<file path="src/rtl/dip_led_serializer_if.sv">
// Parallel LED/aux request side and serial 74HC595 chain side of dip_led_serializer.
interface dip_led_serializer_if #(
    parameter int unsigned LED_BITS = 16,
    parameter int unsigned AUX_BITS = 8
);
    logic [LED_BITS-1:0] i_LED16;
    logic [AUX_BITS-1:0] i_Aux8;
    logic                i_Valid;
    logic                o_Ready;
    logic                i_Auto;
    logic                o_SData;
    logic                o_SCLK;
    logic                o_Latch;
    logic                o_FrameDone;

    modport master (
        output i_LED16, i_Aux8, i_Valid, i_Auto,
        input  o_Ready, o_SData, o_SCLK, o_Latch, o_FrameDone
    );

    modport slave (
        input  i_LED16, i_Aux8, i_Valid, i_Auto,
        output o_Ready, o_SData, o_SCLK, o_Latch, o_FrameDone
    );
endinterface

</file>
<file path="src/rtl/dip_led_serializer.sv">
// Shifts a {aux, led} frame MSB-first into an external 74HC595 chain and strobes its latch,
// with one-shot requests or continuous refresh of the held frame.
module dip_led_serializer #(
    parameter int unsigned CLK_DIV   = 4,
    parameter int unsigned LED_BITS  = 16,
    parameter int unsigned AUX_BITS  = 8,
    parameter int unsigned FRAME_LEN = LED_BITS + AUX_BITS
) (
    input  logic              i_CLK,
    input  logic              i_RESET,
    dip_led_serializer_if.slave bus
);
    typedef enum logic [1:0] {
        IDLE,
        SHIFT_LO,
        SHIFT_HI,
        LATCH
    } state_t;

    localparam logic [7:0] DIV_LAST = 8'(CLK_DIV - 1);
    localparam logic [4:0] BIT_LAST = 5'(FRAME_LEN - 1);

    state_t               state_q, state_d;
    logic [7:0]           div_q, div_d;
    logic [4:0]           bit_q, bit_d;
    logic [FRAME_LEN-1:0] shadow_q, shadow_d;
    logic                 loaded_q, loaded_d;
    logic                 done_q, done_d;
    logic                 div_end;

    always_ff @(posedge i_CLK) begin
        if (i_RESET) begin
            state_q  <= IDLE;
            div_q    <= '0;
            bit_q    <= '0;
            shadow_q <= '0;
            loaded_q <= 1'b0;
            done_q   <= 1'b0;
        end else begin
            state_q  <= state_d;
            div_q    <= div_d;
            bit_q    <= bit_d;
            shadow_q <= shadow_d;
            loaded_q <= loaded_d;
            done_q   <= done_d;
        end
    end

    always_comb begin
        state_d  = state_q;
        div_d    = div_q;
        bit_d    = bit_q;
        shadow_d = shadow_q;
        loaded_d = loaded_q;
        done_d   = 1'b0;
        div_end  = (div_q == DIV_LAST);

        case (state_q)
            IDLE: begin
                div_d = '0;
                bit_d = '0;
                if (bus.i_Valid) begin
                    shadow_d = {bus.i_Aux8, bus.i_LED16};
                    loaded_d = 1'b1;
                    state_d  = SHIFT_LO;
                end else if (bus.i_Auto && loaded_q) begin
                    state_d = SHIFT_LO;
                end
            end
            SHIFT_LO: begin
                if (div_end) begin
                    div_d   = '0;
                    state_d = SHIFT_HI;
                end else begin
                    div_d = div_q + 8'd1;
                end
            end
            SHIFT_HI: begin
                if (div_end) begin
                    div_d = '0;
                    if (bit_q == BIT_LAST) begin
                        state_d = LATCH;
                    end else begin
                        bit_d   = bit_q + 5'd1;
                        state_d = SHIFT_LO;
                    end
                end else begin
                    div_d = div_q + 8'd1;
                end
            end
            LATCH: begin
                if (div_end) begin
                    div_d   = '0;
                    done_d  = 1'b1;
                    state_d = IDLE;
                end else begin
                    div_d = div_q + 8'd1;
                end
            end
            default: state_d = IDLE;
        endcase
    end

    // Data is driven from the bit index, which only advances on the HI->LO edge,
    // so o_SData cannot move while SCLK is high.
    always_comb begin
        bus.o_Ready     = (state_q == IDLE) && !i_RESET;
        bus.o_SCLK      = (state_q == SHIFT_HI);
        bus.o_Latch     = (state_q == LATCH);
        bus.o_FrameDone = done_q;
        bus.o_SData     = 1'b0;
        if (state_q == SHIFT_LO || state_q == SHIFT_HI)
            bus.o_SData = shadow_q[BIT_LAST - bit_q];
    end
endmodule
</file>
<file path="src/flat_wrapper.sv">
// flat-port wrapper written by rule: the top's interface ports become plain ports
module dip_led_serializer_flat 
#(
    parameter int unsigned CLK_DIV   = 4,
    parameter int unsigned LED_BITS  = 16,
    parameter int unsigned AUX_BITS  = 8,
    parameter int unsigned FRAME_LEN = LED_BITS + AUX_BITS
)
  (i_CLK, i_RESET, bus_i_LED16, bus_i_Aux8, bus_i_Valid, bus_i_Auto, bus_o_Ready, bus_o_SData, bus_o_SCLK, bus_o_Latch, bus_o_FrameDone);
  dip_led_serializer_if #(.LED_BITS(LED_BITS), .AUX_BITS(AUX_BITS)) bus_i ();
  input  logic i_CLK;
  input  logic i_RESET;
  input wire logic [$bits(bus_i.i_LED16)-1:0] bus_i_LED16;
  input wire logic [$bits(bus_i.i_Aux8)-1:0] bus_i_Aux8;
  input wire logic [$bits(bus_i.i_Valid)-1:0] bus_i_Valid;
  input wire logic [$bits(bus_i.i_Auto)-1:0] bus_i_Auto;
  output wire logic [$bits(bus_i.o_Ready)-1:0] bus_o_Ready;
  output wire logic [$bits(bus_i.o_SData)-1:0] bus_o_SData;
  output wire logic [$bits(bus_i.o_SCLK)-1:0] bus_o_SCLK;
  output wire logic [$bits(bus_i.o_Latch)-1:0] bus_o_Latch;
  output wire logic [$bits(bus_i.o_FrameDone)-1:0] bus_o_FrameDone;
  assign bus_i.i_LED16 = bus_i_LED16;
  assign bus_i.i_Aux8 = bus_i_Aux8;
  assign bus_i.i_Valid = bus_i_Valid;
  assign bus_i.i_Auto = bus_i_Auto;
  assign bus_o_Ready = bus_i.o_Ready;
  assign bus_o_SData = bus_i.o_SData;
  assign bus_o_SCLK = bus_i.o_SCLK;
  assign bus_o_Latch = bus_i.o_Latch;
  assign bus_o_FrameDone = bus_i.o_FrameDone;
  dip_led_serializer #(.CLK_DIV(CLK_DIV), .LED_BITS(LED_BITS), .AUX_BITS(AUX_BITS), .FRAME_LEN(FRAME_LEN)) u_core (.i_CLK(i_CLK), .i_RESET(i_RESET), .bus(bus_i));
endmodule
</file>
<file path="config.mk">
export PLATFORM = sky130hd
export DESIGN_NAME = dip_led_serializer_flat
export DESIGN_NICKNAME = d
export VERILOG_FILES = /design/src/rtl/dip_led_serializer_if.sv /design/src/rtl/dip_led_serializer.sv /design/src/flat_wrapper.sv
export SDC_FILE = /design/constraint.sdc
export NUM_CORES = 1
export LEC_CHECK = 0
export ABC_AREA = 1
export BUFFER_PORTS_ARGS = -buffer_cell sky130_fd_sc_hd__buf_2
export CAP_MARGIN = 25
export CORE_MARGIN = 2
export CORE_UTILIZATION = 35
export DETAILED_ROUTE_END_ITERATION = 12
export PLACE_DENSITY = 0.59
export SYNTH_ARGS = -nofsm -noshare
export SYNTH_HDL_FRONTEND = slang
export SYNTH_SLANG_ARGS = --single-unit
</file>
<file path="constraint.sdc">
create_clock -name i_CLK -period 1.5 [get_ports i_CLK]
set_input_delay 0.075 -clock i_CLK [delete_from_list [all_inputs] [get_ports i_CLK]]
set_output_delay 0.075 -clock i_CLK [all_outputs]
set_load 0.02 [all_outputs]
</file>
* Word-level counts from Yosys, hierarchy flattened
Cells that the tools add are included.
** Word-level totals
- Bits in registers :: 41
- Output and inout port bits :: 5
- Logic and storage cells :: 48
** Cells by class
- $add $sub $neg :: 3
- Order comparisons :: 1
- Equality and inequality tests :: 10
- Muxes and demuxes :: 16
- Bitwise operators :: 1
- Reductions and logical operators :: 11
** Operators with widths (count)
- $pmux 8 s2 :: 1
- $mux 2 :: 6
- $mux 5 :: 2
- $pmux 5 s2 :: 1
- $add 8x1->8 const B :: 1
- $eq 8x2->1 const B :: 1
- $mux 8 :: 1
- $pmux 2 s4 :: 1
- $lt 5x6->1 const B :: 1
- $ne 2x1->1 const B :: 3
- $add 5x1->5 const B :: 1
- $bmux 1 s5 :: 1
- $eq 5x5->1 const B :: 1
- $sub 5x5->5 const A :: 1
- $eq 2x2->1 const B :: 2
- $reduce_and 4->1 :: 1
- $mux 1 :: 3
- $ne 3x2->1 const B :: 1
- $reduce_and 3->1 :: 1
- $reduce_or 3->1 :: 1
- $eq 2x1->1 const B :: 1
- $logic_and 1x1->1 :: 2
- $logic_not 2->1 :: 1
- $ne 2x2->1 const B :: 1
- 6 further kinds :: 6

* Longest topological paths before layout
Gate-level depths: netlist of the first run.
- Depth after elaboration :: 4
- Gate-level depth with buffers :: 10
- Depth with buffers taken out :: 10

* Least setup slack after synthesis of the first run
OpenSTA, ideal clock, no wires.
- Path kind :: register -> register
- From :: register u_core.state_q[0]
- To :: register u_core.state_q[0]
- Arrival :: 1369 ps
- Required time :: 1382 ps
- Slack :: 13 ps
- Stages on the path, launching flop included :: 9
- Path buffers :: 0
- Period minus slack after synthesis :: 1487 ps
- Cells stage by stage :: dfxtp_1 inv_1 ha_1 inv_1 nand2_1 o22ai_1 nand2_1 nor3_1 nor2_1
** On the way
- Word-level cells in the longest chain between the ends :: 3
- Elaborated cells on any way between the ends :: 10
- Classes of those cells :: eq/ne: 7; mux: 1; reduce/logical: 2
** Ends and longest elaborated chain
- start: declaration :: line dip_led_serializer.sv:23 : state_t state_q, state_d;
- start signal: assignment :: line dip_led_serializer.sv:40 : state_q <= state_d;
- $eq 2x2->1 (*)
- named net bus_o_SCLK :: line flat_wrapper.sv:19 : output wire logic [$bits(bus_i.o_SCLK)-1:0] bus_o_SCLK;
- $ne 2x1->1 (no line)
- $reduce_and 4->1 (no line)
Mark *: on every way through the listed nets, which the timed path passes. The rest lies on a longest branch.
A chain may end at the register's enable or synchronous reset.

* Worst setup path in the final report of the first run
- From :: register u_core.bit_q[0]
- To :: output port bus_o_SData
** On the way
- Word-level cells in the longest chain between the ends :: 4
** Ends and longest elaborated chain
- start: declaration :: line dip_led_serializer.sv:25 : logic [4:0] bit_q, bit_d;
- start signal: assignment :: line dip_led_serializer.sv:42 : bit_q <= bit_d;
- $sub 5x5->5 :: line dip_led_serializer.sv:113 : bus.o_SData = shadow_q[BIT_LAST - bit_q];
- $bmux 1 s5 :: line dip_led_serializer.sv:113
- $mux 1 (not written as such) :: line dip_led_serializer.sv:113
- $mux 1 :: line dip_led_serializer.sv:112 : if (state_q == SHIFT_LO || state_q == SHIFT_HI)
- end: declaration :: line flat_wrapper.sv:18 : output wire logic [$bits(bus_i.o_SData)-1:0] bus_o_SData;
Every way passes these cells. The select of a mux whose other input is x is not followed.

==> results of run 1 <==
[per-layer routing]
| layer | vias to the layer above | share of wire [%] |
|---|---|---|
| li1 | 997 | - |
| met1 | 795 | 48 |
| met2 | 37 | 46 |
| met3 | 10 | 3.7 |
| met4 | 0 | 2.3 |
| met5 | - | 0 |
[worst max-delay path by stage]
stage                       from  slack [ns]                end
6_report         u_core.bit_q[0]       -0.18        bus_o_SData
3_3_place_gp     u_core.div_q[0]      -0.005    u_core.div_q[4]
2_1_floorplan  u_core.state_q[0]        0.01  u_core.state_q[0]
3_5_place_dp     u_core.bit_q[1]      -0.003        bus_o_SData
5_1_grt          u_core.bit_q[0]       -0.29        bus_o_SData
4_1_cts          u_core.bit_q[0]       -0.13        bus_o_SData
[metrics by stage]
step / setup slack, ns / utilization, %
2_1_floorplan: 0.0128 / -
3_3_place_gp: -0.00480 / 41.6
3_5_place_dp: -0.00253 / 41.6
4_1_cts: -0.129 / 44.5
5_1_grt: -0.295 / 47.4
6_report: -0.181 / 47.4
[registers in the layout (all words and copies together), names as in the netlist]
name	flops
u_core.shadow_q	24
u_core.div_q	8
u_core.bit_q	5
u_core.state_q	2
u_core.bus.o_FrameDone	1
u_core.loaded_q	1
[power by group]
group          internal (mW)  switching, mW
clock network          0.498          0.415
logic                  0.497          0.743
registers               1.31          0.105
[cell families (layout without fill, tap and decap cells)]
family,Yosys count,count (layout),synth area share (%)
and+or+nand+nor,129,129,28.3
AOI/OAI and AO/OA,56,56,15.3
buffers and inverters,41,90,8.66
DFF,41,41,41.8
xor gates and xnor gates,2,2,0.891
adders and majority gates,8,8,5.09
[cells in the mapped netlist]
master,n
sky130_fd_sc_hd__o22ai_1,1
sky130_fd_sc_hd__a21oi_1,18
sky130_fd_sc_hd__buf_1,1
sky130_fd_sc_hd__nor2_4,1
sky130_fd_sc_hd__ha_1,8
sky130_fd_sc_hd__nor3b_1,1
sky130_fd_sc_hd__nor2_1,56
sky130_fd_sc_hd__o211ai_1,2
sky130_fd_sc_hd__buf_4,1
sky130_fd_sc_hd__inv_1,28
sky130_fd_sc_hd__xor2_1,2
sky130_fd_sc_hd__nand3_2,2
sky130_fd_sc_hd__o31ai_1,1
sky130_fd_sc_hd__nand4_1,2
sky130_fd_sc_hd__nor2_2,1
sky130_fd_sc_hd__nand2_1,38
sky130_fd_sc_hd__a21oi_2,2
sky130_fd_sc_hd__clkbuf_1,4
sky130_fd_sc_hd__nand2_4,1
sky130_fd_sc_hd__dfxtp_1,41
sky130_fd_sc_hd__inv_2,1
sky130_fd_sc_hd__nand3_1,24
sky130_fd_sc_hd__clkinv_1,1
sky130_fd_sc_hd__buf_2,4
sky130_fd_sc_hd__a211o_1,1
sky130_fd_sc_hd__nor3_1,3
sky130_fd_sc_hd__buf_6,1
sky130_fd_sc_hd__o21ai_1,1
sky130_fd_sc_hd__o21ai_0,30
[cell usage in the layout, fill, tap and decap left out, drive strengths merged]
cell type     n
a21oi        20
nand2        39
o21ai        31
clkinvlp      1
bufinv        1
nor2         58
a211o         1
dfxtp        41
o22ai         1
ha            8
nand4         2
buf          51
clkinv        2
dlygate4sd3   1
nor3          3
o211ai        2
xor2          2
nand3        26
inv          29
o31ai         1
clkbuf        5
nor3b         1
[final cells by class]
cell class | instances | area share [%]
flip-flops and latches | 41 | 32.2
repair buffers | 52 | 12.7
clock inverters | 3 | 1.78
clock buffers | 5 | 2.65
well taps | 72 | 3.47
multi-input cells | 195 | 42.5
inverters | 30 | 4.72
[what timing repair did]
item	in CTS	in global routing
endpoints found under the hold margin	0	1
gates resized for setup	12	42
setup buffers	1	2
setup endpoints to repair	10	18
pin swaps	0	18
hold buffers	0	1
[critical path: stages (launching register included)]
cell and delay (ns):
sky130_fd_sc_hd__dfxtp_4 0.42, sky130_fd_sc_hd__buf_6 0.14, sky130_fd_sc_hd__buf_6 0.10, sky130_fd_sc_hd__nor2_2 0.03, sky130_fd_sc_hd__nor2_1 0.07, sky130_fd_sc_hd__o21ai_1 0.07
sky130_fd_sc_hd__o211ai_1 0.08, sky130_fd_sc_hd__nand3_1 0.12, sky130_fd_sc_hd__a21oi_2 0.16, sky130_fd_sc_hd__buf_6 0.13
==> results.txt, run 1 <==
* Status: finished, violations left
* Violations in the final reports: setup timing
* Die extent in y: 78.9 um
* Startpoint kind of the worst setup timing path: flip-flop
- Final std cell area, no fill: 2600 sq um
- The count of endpoints failing hold in the final timing report is 0.
* Upper clock frequency limit: 0.595 GHz
* Hold path depth: 3
- After detailed routing, the number of remaining DRC violations is 0.
* Number of antenna violations at the first check in global routing: 0
* Critical path class: flip-flop to output port
- Maximum clock path buffer count: 2
- Summed over all layers, the global routing overflow is 0.
- TritonCTS Buffers: 5
- Port buffering added 32 buffers.
* Largest vdd supply drop: 0.000571 V
- The clock tree synthesis step divided the H-tree into 2 levels.
* Worst Skew: 0.00486 ns
- The Yosys step of the flow raised 0 warnings.
- Once placement completed, the tool counted placed cells totaling 386.
- Routed via count divided by cell count: 4.62
- End of the worst register-to-register path: u_core.bit_q[2]
- The netlist uses 29 different library cells.
- Average cell area after synthesis: 7.10 sq um
- Along the worst path, the maximum fanout reaches 5.
* Final Total Pwr: 3.57 mW
- Setup repair after global routing missed its margin: true
* Wirelength per Cell: 11.3 um
- Once detailed placement completed, the half-perimeter wirelength came to 3190 um.
* Post-synthesis sequential area ratio: 41.8%
- Global placer's final weighted congestion: 0.820
- 0 antenna diodes ended up in the layout.
- The count of pins over their slew limit came to 0.
* Post-layout worst setup margin: -0.181 ns
- In this run the standard cell core region covers 5470 sq um.
* Multi-input logic area: 1100 sq um
- For the worst setup path, the data required time is 1.42 ns.
* Tightest hold margin: 0.0107 ns
* Area share of the largest cell type after synthesis: 41.8%
- Global routing's busiest layer: met2
* Maximum number of pins on one net before global-route repair: 26
- Setup violations remaining at the end of the flow were counted as 1.
- Synthesis produced a netlist whose cell count is 277.
- Total wire length: 4520 um
- Clock tree from TritonCTS: yes
- Met2 global-route usage: 23.3%
- Layout overhead on the synthesized area: 32.1%
- The first routing iteration left 98 violations.
* Cell type with the highest aggregate area in the netlist: sky130_fd_sc_hd__dfxtp_1
- CTS root buf: sky130_fd_sc_hd__clkbuf_8
* Setup tns final: -0.181 ns
- Area after detailed placement: 2280 sq um
* Die span in x: 78.9 um
- Clock network latency to the later pin of the worst-skew pair: 0.30 ns
- Area contributors post-synth: sky130_fd_sc_hd__dfxtp_1 42%, sky130_fd_sc_hd__nor2_1 11%, sky130_fd_sc_hd__o21ai_0 7.6%, sky130_fd_sc_hd__nand2_1 7.3%, sky130_fd_sc_hd__nand3_1 6.1%
- Via count: 1839
- Max-cap violations in this run came to 0.
* Count of placed standard cells in the final layout, fillers left out: 398
- Cell Area, Synth: 1970 sq um
- Startpoint of the most critical hold path: bus_i_LED16[14]
* Hold Path Class: input port to flip-flop
- Slew at the pin closest to its max-slew limit: 0.316 ns
- The worst hold path terminates at u_core.shadow_q[14].
- When the netlist entered floorplanning its net count stood at 313.
- Post-CTS clock slew at the launch and capture registers of the worst setup and hold paths: 0.09 ns
* Worst reg-to-reg path cell count: 10
- Of the available clock period, the critical path in the final layout requires 112%.
* Met1 usage: 20.1%
- Final critical delay including setup and external delays: 1.68 ns
- Number of placement rows: 27
- Remaining number of nets flagged by the antenna check after routing: 0
- Global routing consumed, on the met3 layer, 3.41% of the routing resources.
* Crit Reg-Reg Startpoint: u_core.div_q[0]
* Total power divided by cell area: 1370 nW/um^2
- First-pass GRT wire length: 7360 um
- FF+latch count, synth: 41
* Clock sink count: 41
- Leakage dissipation: 1.10 nW
* Kind of end point of the critical path: output port
- After filler insertion, the fill cell instance count of the layout stands at 547.
* Share of final-layout standard cells stronger than drive strength 1: 31.6%
* Initial standard-cell utilization of the core: 35.9%
- For the worst setup path, the data arrival time is 1.61 ns.
* Die ar.: 6230 sq um
* Total global routing track utilization: 15.0%
- Setup slack on the worst reg-to-reg path comes out at 0.08 ns.
* FF+latch area: 836 sq um
- The worst pin sits at a relative slew slack of 78.7%.
- 33 I/O pins were placed.
- For this run, the post-layout net count is 361.
- Via count of the first global-routing pass: 1610
- Number of detailed-routing iterations run before antenna repair: 5
Note: power is estimated with default switching activity, not from simulation.
==> inputs of run 2 (changes only) <==
--- a/config.mk
+++ b/config.mk
@@ -11,7 +11,7 @@
 export CORE_MARGIN = 2
 export CORE_UTILIZATION = 35
 export DETAILED_ROUTE_END_ITERATION = 12
-export PLACE_DENSITY = 0.59
+export PLACE_DENSITY = 0.57
 export SYNTH_ARGS = -nofsm -noshare
 export SYNTH_HDL_FRONTEND = slang
 export SYNTH_SLANG_ARGS = --single-unit
==> constraint.sdc (replaced) <==
create_clock -name i_CLK -period 1.8 [get_ports i_CLK]
set_input_delay 0.09 -clock i_CLK [delete_from_list [all_inputs] [get_ports i_CLK]]
set_output_delay 0.09 -clock i_CLK [all_outputs]
set_load 0.02 [all_outputs]
==> results.txt, run 2 (synthesized netlist as in run 1, its figures left out) <==
- The routed via count was 1790 (was 1839).
* Routed via count divided by cell count: 4.66 (was 4.62)
- The via count of the first global-routing pass came to 1596 (was 1610).
* Diodes inserted: 0 (unchanged)
- The initial antenna violation count is 0 (unchanged).
- Final clock period utilization by the worst path: 90.8%
- The maximum clock skew at final layout is 0.00821 ns (was 0.00486 ns).
- The total wire length is 4210 um (was 4520 um).
* Top library cells by usage in the layout, fill and taps aside: 56 x sky130_fd_sc_hd__nor2_1, 38 x sky130_fd_sc_hd__nand2_1, 37 x sky130_fd_sc_hd__dfxtp_1 (was 55 x sky130_fd_sc_hd__nor2_1, 33 x sky130_fd_sc_hd__dfxtp_1, 32 x sky130_fd_sc_hd__nand2_1)
- The static power due to leakage came to 1.02 nW (was 1.10 nW).
- The first-pass GRT wire length was 7160 um (was 7360 um).
* Setup violators final: 0 (was 1)
- Sequence of cells on the critical path: buf_4 > nand2_1 > nand3_1 > nand3_1 > nand2_1 > nand2_1 > nand2_1 > nand2_1 > a21oi_2 > buf_4 (was buf_6 > buf_6 > nor2_2 > nor2_1 > o21ai_1 > o211ai_1 > nand3_1 > a21oi_2 > buf_6)
* Share of final-layout standard cells stronger than drive strength 1: 18.9% (was 31.6%)
* Total of hold buffers inserted after clock tree synthesis: 0 (unchanged)
- Post-layout util: 43.2% (was 47.4%)
- The top register by number of flip-flops was u_core.shadow_q (unchanged).
- Critical Path RT: 1.71 ns (was 1.42 ns)
- Worst slew margin: 57.3% (was 78.7%)
* Clock network latency to the later pin of the worst-skew pair: 0.30 ns (about the same)
- The routability congestion estimate came to 0.821 (was 0.820).
- The register clock-pin slew on the reported worst setup and hold paths is 0.08 ns (was 0.09 ns).
- Overall overflow remaining after global route: 0 (unchanged)
* Final std cell area, no fill: 2360 sq um (was 2600 sq um)
- The kind of cell adding the most delay to the critical path was simple AND/OR/NAND/NOR gates (was flip-flops).
- Post-route DRC: 0 (unchanged)
- Core area: 5470 sq um (unchanged)
- The pre-CTS setup slack was 0.213 ns (was -0.00253 ns).
* CTS root buf: sky130_fd_sc_hd__clkbuf_8 (unchanged)
* Remaining number of nets flagged by the antenna check after routing: 0 (unchanged)
* Number of placement rows: 27 (unchanged)
* Number of detailed-routing iterations run before antenna repair: 4 (was 5)
- The power per cell area came to 1230 nW/um^2 (was 1370 nW/um^2).
- The slack of the worst reg-to-reg path was 0.23 ns (was 0.08 ns).
* Slew at the pin closest to its max-slew limit: 0.640 ns (was 0.316 ns)
* Filler cells: 599 (was 547)
* Number of DRC violations after detailed-routing iteration 0: 93 (was 98)
* Top flop regs: u_core.shadow_q: 24 flops, u_core.div_q: 8 flops, u_core.bit_q: 5 flops (unchanged)
* Final number of hold-violating endpoints: 0 (unchanged)
- The number of clock sinks came to 41 (unchanged).
- The detailed-placement wirelength estimate was 3100 um (was 3190 um).
- Layout overhead on the synthesized area: 20.2% (was 32.1%)
- Most common cell after layout, fill and taps aside: sky130_fd_sc_hd__nor2_1 (unchanged)
* Max H-tree Level: 2 (unchanged)
* Die extent in y: 78.9 um (unchanged)
- Counting I/O delays and the setup requirement, the final critical path takes 1.63 ns.
- Largest incremental delay on the critical path: 0.39 ns (was 0.42 ns)
* Combined buffer and inverter count along the critical path: 2 (was 3)
- Largest vdd supply drop: 0.000455 V (was 0.000571 V)
* Die span in x: 78.9 um (unchanged)
* Upper clock frequency limit: 0.612 GHz
- The clock tree from TritonCTS was yes (unchanged).
- The per-cell routed wire length came to 11.0 um (was 11.3 um).
* Count of nets after finishing: 347 (was 361)
* Worst path arrival time: 1.54 ns (was 1.61 ns)
* Boundary pin count: 33 (unchanged)
* Hold Path Class: input port to flip-flop (unchanged)
* Maximum clock path buffer count: 2 (unchanged)
* Post-layout worst setup margin: 0.165 ns (was -0.181 ns)
* Most common cell on crit path: sky130_fd_sc_hd__nand2_1 (was sky130_fd_sc_hd__buf_6)
* Critical path class: flip-flop to output port (unchanged)
- The count of port buffers added during placement is 32 (unchanged).
- The clock buffer count from CTS was 5 (unchanged).
- Max-capacitance violation count: 0 (unchanged)
- Max Fanout on Critical Path: 7 (was 5)
- The area of the die is 6230 sq um (unchanged).
- The count of pins over their slew limit is 0 (unchanged).
- The starting density of the core was 35.9% (unchanged).
- Final Total Pwr: 2.91 mW (was 3.57 mW)
* Maximum number of pins on one net before global-route repair: 27 (was 26)
- Startpoint kind of the worst setup timing path: flip-flop (unchanged)
- The global router's overall resource usage is 14.4% (was 15.0%).
* Status: finished, final reports clean (was finished, violations left)
- Area after detailed placement: 2200 sq um (was 2280 sq um)
- The nature of the critical path endpoint is an output port (unchanged).
- The standard cell with the maximum stage delay on the critical path is sky130_fd_sc_hd__dfxtp_4 (unchanged).
- Max reg flops: 24 (unchanged)
run 2: where the power goes:
group          total (mW)  internal [mW]  leakage [nW]  switching (mW)
clock network       0.879          0.551        0.0681           0.328
registers            1.19           1.09         0.339           0.101
logic               0.844          0.312         0.616           0.532
total                2.91           1.95          1.02           0.961
run 2: cell type report:
type | count | area, sq um | area share, %
Timing Repair Buffer | 38 | 208 | 8.79
Clock inverter | 3 | 65.1 | 2.75
Multi-Input combinational cell | 195 | 987 | 41.8
Tap cell | 72 | 90.1 | 3.81
Sequential cell | 41 | 828 | 35.1
Inverter | 30 | 115 | 4.87
Clock buffer | 5 | 68.8 | 2.91
run 2: per-stage QoR:
step / hold WS [ns] / TNS, ns / std cells
finish: 0.0427 / 0 / 384
global placement: 0.339 / 0 / 376
floorplan: 0.257 / 0 / 277
global route: 0.0361 / -0.00846 / 384
CTS: 0.0363 / 0 / 384
detailed placement: 0.345 / 0 / 376
run 2: routing by layer:
layer  GRT usage [%]  part of all wire (%)  vias to the layer above
li1                -                     -                      963
met1            19.2                    50                      786
met5               0                     0                        -
met3            3.86                   3.3                        2
met4            5.17                  0.97                        0
met2            22.3                    45                       39
run 2: path summary, 6_finish.rpt:
check,startpoint,endpoint,depth (start not counted)
max,u_core.bit_q[0],bus_o_SData,10
min,bus_i_LED16[15],u_core.shadow_q[15],3
max reg2reg,u_core.state_q[0],u_core.state_q[0],9
min reg2reg,u_core.shadow_q[6],u_core.shadow_q[6],2
run 2: worst register-to-register path, delay by kind of cell (launching register included):
kind                       cells  cell delay [ns]
AOI/OAI and AO/OA              2             0.21
buffers and inverters          3             0.34
and+or+nand+nor                3             0.30
DFF                            1             0.37
adders and majority gates      1             0.29
run 2: repair_timing:
action	in CTS	in global routing
gates resized for setup	1	7
endpoints found under the setup margin	1	3
buffers inserted	0	0
